### src/rtl/muldiv_pkg.sv
// Shared encodings for the iterative multiply/divide unit.
package muldiv_pkg;

   typedef enum logic [1:0] {
      MULT  = 2'd0,
      MULTU = 2'd1,
      DIV   = 2'd2,
      DIVU  = 2'd3
   } op_e;

   typedef enum logic [1:0] {
      IDLE = 2'd0,
      RUN  = 2'd1,
      FIX  = 2'd2,
      DONE = 2'd3
   } state_e;

   function automatic logic op_is_signed(input op_e op);
      return (op == MULT) || (op == DIV);
   endfunction

   function automatic logic op_is_div(input op_e op);
      return (op == DIV) || (op == DIVU);
   endfunction

endpackage

### src/rtl/muldiv_negate.sv
// Conditional two's-complement negator, used for operand magnitudes and result sign fix-up.
module muldiv_negate #(
   parameter int W = 32
) (
   input  logic         neg_i,
   input  logic [W-1:0] val_i,
   output logic [W-1:0] val_o
);

   assign val_o = neg_i ? -val_i : val_i;

endmodule

### src/rtl/muldiv_unit.sv
// Iterative multiply/divide unit: one bit per cycle on magnitudes, sign fix-up in FIX,
// fixed latency of WIDTH+2 cycles (2 cycles for divide by zero).
module muldiv_unit
   import muldiv_pkg::*;
#(
   parameter int WIDTH = 32
) (
   input  logic             Clk,
   input  logic             Reset,
   input  logic             Start,
   input  logic [1:0]       Op,
   input  logic [WIDTH-1:0] A,
   input  logic [WIDTH-1:0] B,
   output logic [WIDTH-1:0] Hi,
   output logic [WIDTH-1:0] Lo,
   output logic             Busy,
   output logic             Done,
   output logic             DivZero
);

   localparam int CW = $clog2(WIDTH + 1);

   state_e               state_q, state_d;
   op_e                  op_q, op_d;
   logic                 sign_a_q, sign_a_d;
   logic                 sign_b_q, sign_b_d;
   logic                 dz_q, dz_d;
   logic [2*WIDTH-1:0]   acc_q, acc_d;
   logic [WIDTH-1:0]     b_q, b_d;
   logic [CW-1:0]        cnt_q, cnt_d;
   logic [WIDTH-1:0]     hi_q, hi_d;
   logic [WIDTH-1:0]     lo_q, lo_d;
   logic                 divzero_q, divzero_d;
   logic                 done_q;

   op_e                  op_in;
   logic                 in_signed;
   logic [WIDTH-1:0]     mag_a, mag_b;
   logic                 signs_differ;
   logic [WIDTH-1:0]     rem_src;
   logic [2*WIDTH-1:0]   prod_fix;
   logic [WIDTH-1:0]     quot_fix, rem_fix;
   logic [WIDTH:0]       mul_sum, div_trial, div_diff;

   assign op_in     = op_e'(Op);
   assign in_signed = op_is_signed(op_in);

   muldiv_negate #(.W(WIDTH)) u_mag_a (
      .neg_i (in_signed & A[WIDTH-1]),
      .val_i (A),
      .val_o (mag_a)
   );

   muldiv_negate #(.W(WIDTH)) u_mag_b (
      .neg_i (in_signed & B[WIDTH-1]),
      .val_i (B),
      .val_o (mag_b)
   );

   assign signs_differ = sign_a_q ^ sign_b_q;

   // On divide by zero the untouched dividend magnitude sits in the low half; the
   // remainder fix path restores its sign so Hi reproduces A.
   assign rem_src = dz_q ? acc_q[WIDTH-1:0] : acc_q[2*WIDTH-1:WIDTH];

   muldiv_negate #(.W(2*WIDTH)) u_fix_prod (
      .neg_i ((op_q == MULT) && signs_differ),
      .val_i (acc_q),
      .val_o (prod_fix)
   );

   muldiv_negate #(.W(WIDTH)) u_fix_quot (
      .neg_i ((op_q == DIV) && signs_differ),
      .val_i (acc_q[WIDTH-1:0]),
      .val_o (quot_fix)
   );

   muldiv_negate #(.W(WIDTH)) u_fix_rem (
      .neg_i ((op_q == DIV) && sign_a_q),
      .val_i (rem_src),
      .val_o (rem_fix)
   );

   assign mul_sum   = {1'b0, acc_q[2*WIDTH-1:WIDTH]} + (acc_q[0] ? {1'b0, b_q} : '0);
   assign div_trial = {acc_q[2*WIDTH-1:WIDTH], acc_q[WIDTH-1]};
   assign div_diff  = div_trial - {1'b0, b_q};

   always_comb begin
      state_d   = state_q;
      op_d      = op_q;
      sign_a_d  = sign_a_q;
      sign_b_d  = sign_b_q;
      dz_d      = dz_q;
      acc_d     = acc_q;
      b_d       = b_q;
      cnt_d     = cnt_q;
      hi_d      = hi_q;
      lo_d      = lo_q;
      divzero_d = divzero_q;

      case (state_q)
         IDLE: begin
            if (Start) begin
               op_d             = op_in;
               sign_a_d         = in_signed & A[WIDTH-1];
               sign_b_d         = in_signed & B[WIDTH-1];
               dz_d             = op_is_div(op_in) && (B == '0);
               acc_d            = '0;
               acc_d[WIDTH-1:0] = mag_a;
               b_d              = mag_b;
               cnt_d            = '0;
               state_d          = (op_is_div(op_in) && (B == '0)) ? FIX : RUN;
            end
         end
         RUN: begin
            cnt_d = cnt_q + CW'(1);
            if (op_is_div(op_q)) begin
               // Restoring step: the borrow bit of the trial subtraction selects restore.
               if (div_diff[WIDTH])
                  acc_d = {div_trial[WIDTH-1:0], acc_q[WIDTH-2:0], 1'b0};
               else
                  acc_d = {div_diff[WIDTH-1:0], acc_q[WIDTH-2:0], 1'b1};
            end else begin
               acc_d = {mul_sum, acc_q[WIDTH-1:1]};
            end
            if (cnt_q == CW'(WIDTH - 1))
               state_d = FIX;
         end
         FIX: begin
            if (dz_q) begin
               hi_d      = rem_fix;
               lo_d      = '1;
               divzero_d = 1'b1;
            end else if (op_is_div(op_q)) begin
               hi_d      = rem_fix;
               lo_d      = quot_fix;
               divzero_d = 1'b0;
            end else begin
               hi_d      = prod_fix[2*WIDTH-1:WIDTH];
               lo_d      = prod_fix[WIDTH-1:0];
               divzero_d = 1'b0;
            end
            state_d = DONE;
         end
         DONE: begin
            state_d = IDLE;
         end
         default: begin
            state_d = IDLE;
         end
      endcase
   end

   always_ff @(posedge Clk or posedge Reset) begin
      if (Reset) begin
         state_q   <= IDLE;
         op_q      <= MULT;
         sign_a_q  <= 1'b0;
         sign_b_q  <= 1'b0;
         dz_q      <= 1'b0;
         acc_q     <= '0;
         b_q       <= '0;
         cnt_q     <= '0;
         hi_q      <= '0;
         lo_q      <= '0;
         divzero_q <= 1'b0;
         done_q    <= 1'b0;
      end else begin
         state_q   <= state_d;
         op_q      <= op_d;
         sign_a_q  <= sign_a_d;
         sign_b_q  <= sign_b_d;
         dz_q      <= dz_d;
         acc_q     <= acc_d;
         b_q       <= b_d;
         cnt_q     <= cnt_d;
         hi_q      <= hi_d;
         lo_q      <= lo_d;
         divzero_q <= divzero_d;
         done_q    <= (state_q == FIX);
      end
   end

   assign Hi      = hi_q;
   assign Lo      = lo_q;
   assign Busy    = (state_q != IDLE);
   assign Done    = done_q;
   assign DivZero = divzero_q;

endmodule

### config.mk
export PLATFORM = sky130hd
export DESIGN_NAME = muldiv_unit
export DESIGN_NICKNAME = d
export VERILOG_FILES = /design/src/rtl/muldiv_pkg.sv /design/src/rtl/muldiv_negate.sv /design/src/rtl/muldiv_unit.sv
export SDC_FILE = /design/constraint.sdc
export NUM_CORES = 1
export LEC_CHECK = 0
export CAP_MARGIN = 20
export CORE_MARGIN = 2
export CORE_UTILIZATION = 50
export CTS_BUF_LIST = sky130_fd_sc_hd__clkbuf_2 sky130_fd_sc_hd__clkbuf_4 sky130_fd_sc_hd__clkbuf_8
export DETAILED_ROUTE_END_ITERATION = 16
export PLACE_DENSITY = 0.71
export SLEW_MARGIN = 5
export SYNTH_ARGS = -nofsm -noshare
export SYNTH_HDL_FRONTEND = slang
export SYNTH_SLANG_ARGS = --single-unit
### constraint.sdc
create_clock -name Clk -period 18.6 [get_ports Clk]
set_input_delay 5.58 -clock Clk [delete_from_list [all_inputs] [get_ports Clk]]
set_output_delay 5.58 -clock Clk [all_outputs]
set_load 0.005 [all_outputs]
==> results.yml <==
grt:
  grt_pass1_vias: 13681
  grt-ovfl-total: 0
  grtUsageTotal_pct: 28.4
  grt_max_degree: 103
  antenna_found_initial: 0
  grt_pass1_wl_um: 71000
detailed_routing:
  drtIter0Drc: 1184
  avgRoutedWirePerCell_um: 18.5
  wirelength_um: 44800
  drt_first_pass_iters: 5
  detail-route-antenna-nets: 0
  drc: 0
  via_per_inst: 6.00
  dr_total_vias: 14494
critical_path:
  critPathBufInv: 2
  cp-start-kind: "input pin"
  critPathCaptureType: "flop"
  critPathMaxFanout: 4
  critPathTopFamily: "simple AND/OR/NAND/NOR gates"
  required_ns: 18.97
  crit_chain: "clkdlybuf4s50_1, inv_1, ha_1, nand2b_1, nor4b_1, nand2_1, nor4_1, nand2_1, nor3_2, nand4b_1, or2_1, o21ai_0, o21ai_0"
  arrival_ns: 8.79
  cp_slowest_cell: "nor4b_1"
  critPathKind: "input pin to flop"
  slowest_delay_ns: 0.72
power:
  peakVddDrop_mv: 0.0889
  powerDensity_nw_per_um2: 176
  p_leak_nw: 7.24
place:
  portBuffers: 135
  hpwl_um: 33900
  gp_congestion: 0.924
  placed_area_um2: 16700
  dp_slack_ns: 9.67
outcome:
  outcome: "complete, no violations"
sta:
  setup-tns-final_ns: 0
  drv_slew: 0
  hold_violations: 0
  fin_crit_ns: 8.42
  fin_hold_ws_ns: 0.488
  post-route-period-util_pct: 45.3
  fmax_mhz: 119
  rsz0062_at_grt: "no"
  clock_skew_ns: 0.0203
  maxSlewHeadroom_pct: 28.9
  setup_viol: 0
  tightest_slew_ns: 1.06
  fin_ws_ns: 10.18
clock_network:
  cts_max_level: 4
  cts_root_buf: "clkbuf_8"
  clock_latency_ns: 0.52
  ctsHoldBuffers: 0
  cts_tree: "yes"
  clockBufferDepth: 2
  cts.sinks: 175
  cts-resized-gates: 0
  cts_inserted_buffers: 17
  cts_setup_buffers: 0
  path_clk_slew_ns: 0.10
logic_synthesis:
  async_reset_ff_share_pct: 100
  synth-edff-count: 0
  synth-main-ff-cell: "dfrtp_1"
  yosysSeqAreaShare_pct: 28.7
  yosys.cell_types.count: 81
  syn-cell-area_um2: 15300
  synth_area_per_cell_um2: 7.73
  syn_nets: 2117
  ys_ff_latch: 175
  yosysWarnings: 0
  syn_inst: 1974
cells_and_area:
  drive_gt1_share_pct: 5.53
  multi_input_area_um2: 10000
  final_cell_area_um2: 17100
  ff_latch_area_um2: 4380
  fillers: 2821
  nets: 2156
  antenna_cells: 0
  area_growth_pct: 12.3
  post-route-util_pct: 57.3
floorplanning:
  start_util_pct: 51.1
  die_w_um: 179
  io_pins: 136
  num_rows: 63
  die_h_um: 179
  dieArea_um2: 31900
  core-area_um2: 29900
run:
  max_cap_violations: 0
min_path:
  hold_path.class: "flop to flop"
-- layer usage --
metal | GRT usage [%] | wire length (um) | vias to the layer above
met2 | 46.2 | 20700 | 589
met5 | 0 | 0 | -
met1 | 37.2 | 19600 | 6804
met3 | 4.69 | 2920 | 99
li1 | - | - | 7002
met4 | 12.2 | 1590 | 0
-- layout make-up --
class | instances | share of cell area [%]
multi-input combinational | 1577 | 58.5
clock inverter | 15 | 1.10
timing repair buffer | 150 | 8.55
inverter | 92 | 2.05
tap | 390 | 2.85
sequential | 175 | 25.6
clock buffer | 17 | 1.37
-- cell usage after synthesis, drive strengths merged (24+ instances only) --
| cell | count | area, um^2 |
|---|---|---|
| o21ai | 199 | 996 |
| mux2i | 70 | 701 |
| nand3 | 24 | 125 |
| clkbuf | 102 | 384 |
| a31oi | 25 | 156 |
| a21o | 39 | 293 |
| xor2 | 71 | 622 |
| nand2 | 203 | 762 |
| or3 | 24 | 166 |
| dfrtp | 175 | 4380 |
| xnor2 | 121 | 1060 |
| ha | 72 | 901 |
| a21oi | 211 | 1070 |
| nor3 | 45 | 252 |
| inv | 92 | 345 |
| nor2 | 215 | 820 |
| buf | 28 | 156 |
-- through the flow --
step                power [mW]  cells
finish                    3.02   2416
global route              3.27   2416
CTS                       3.00   2416
detailed placement        2.70   2384
global placement          2.66   2384
floorplan                 2.11   1974
-- worst register-to-register path, cell delays in order, from the launching register on --
cell and delay (ns):
dfrtp_1 0.52, inv_1 0.20, ha_1 0.28, fa_1 0.39
nand2b_1 0.20, a21oi_1 0.37, o211ai_1 0.28, a211oi_1 0.65
o221ai_1 0.24, or2_2 0.59, mux2_2 0.40, a21oi_1 0.20
a21oi_1 0.10, a21o_1 0.16
-- kinds of logic (layout without fill, tap and decap cells) --
kind of cell	after synthesis	after routing	share of synthesized area, %
xor+xnor	192	192	11.0
mux	87	87	5.85
flops	175	175	28.7
simple gates	623	623	19.2
buf+inv	222	274	5.81
compound gates	601	601	23.3
fa+ha+maj	74	74	6.17
-- layout by cell type (no fill, tap or decap), types with 12 or more instances in the layout --
master / netlist / layout
nor3_1: 41 / 41
nand2_1: 203 / 202
nand4_1: 12 / 12
a21oi_1: 208 / 207
clkdlybuf4s50_1: 0 / 135
nor2_1: 212 / 210
o31ai_1: 18 / 18
and3_1: 14 / 14
xor2_1: 71 / 71
o21ai_0: 191 / 191
or3_1: 20 / 20
a31oi_1: 25 / 25
dfrtp_1: 175 / 173
ha_1: 72 / 70
nor2b_1: 14 / 13
buf_4: 3 / 15
a22oi_1: 18 / 18
a21o_1: 39 / 39
o211ai_1: 16 / 16
mux2i_1: 70 / 70
nand2b_1: 12 / 12
inv_1: 92 / 91
clkbuf_8: 0 / 17
xnor2_1: 121 / 121
mux2_2: 17 / 17
nand3_1: 23 / 23
-- where the power goes --
part	switching (mW)	internal, mW	total, mW	leakage [nW]
clock	0.168	0.126	0.294	0.215
combinational	1.11	0.814	1.93	4.87
sequential	0.256	0.546	0.802	2.16
total	1.54	1.49	3.02	7.24
-- state kept, by name (all words and copies together), names as in the netlist, 2 cells and up --
| register | count |
|---|---|
| Lo | 32 |
| op_q | 2 |
| cnt_q | 6 |
| acc_q | 64 |
| state_q | 2 |
| b_q | 32 |
| Hi | 32 |
-- worst paths after layout --
kind | cells past startpoint | slack, ns | end | startpoint
worst min-delay path | 2 | 0.49 | b_q[19] | b_q[19]
worst max-delay path | 13 | 10.18 | state_q[0] | B[1]
worst max register to register | 13 | 13.92 | acc_q[48] | acc_q[31]
worst min register to register | 2 | 0.49 | b_q[19] | b_q[19]
max in group asynchronous | 3 | 11.35 | op_q[1] | Reset
min in group asynchronous | 2 | 5.61 | Hi[8] | Reset
Note: power is estimated with default switching activity, not from simulation.
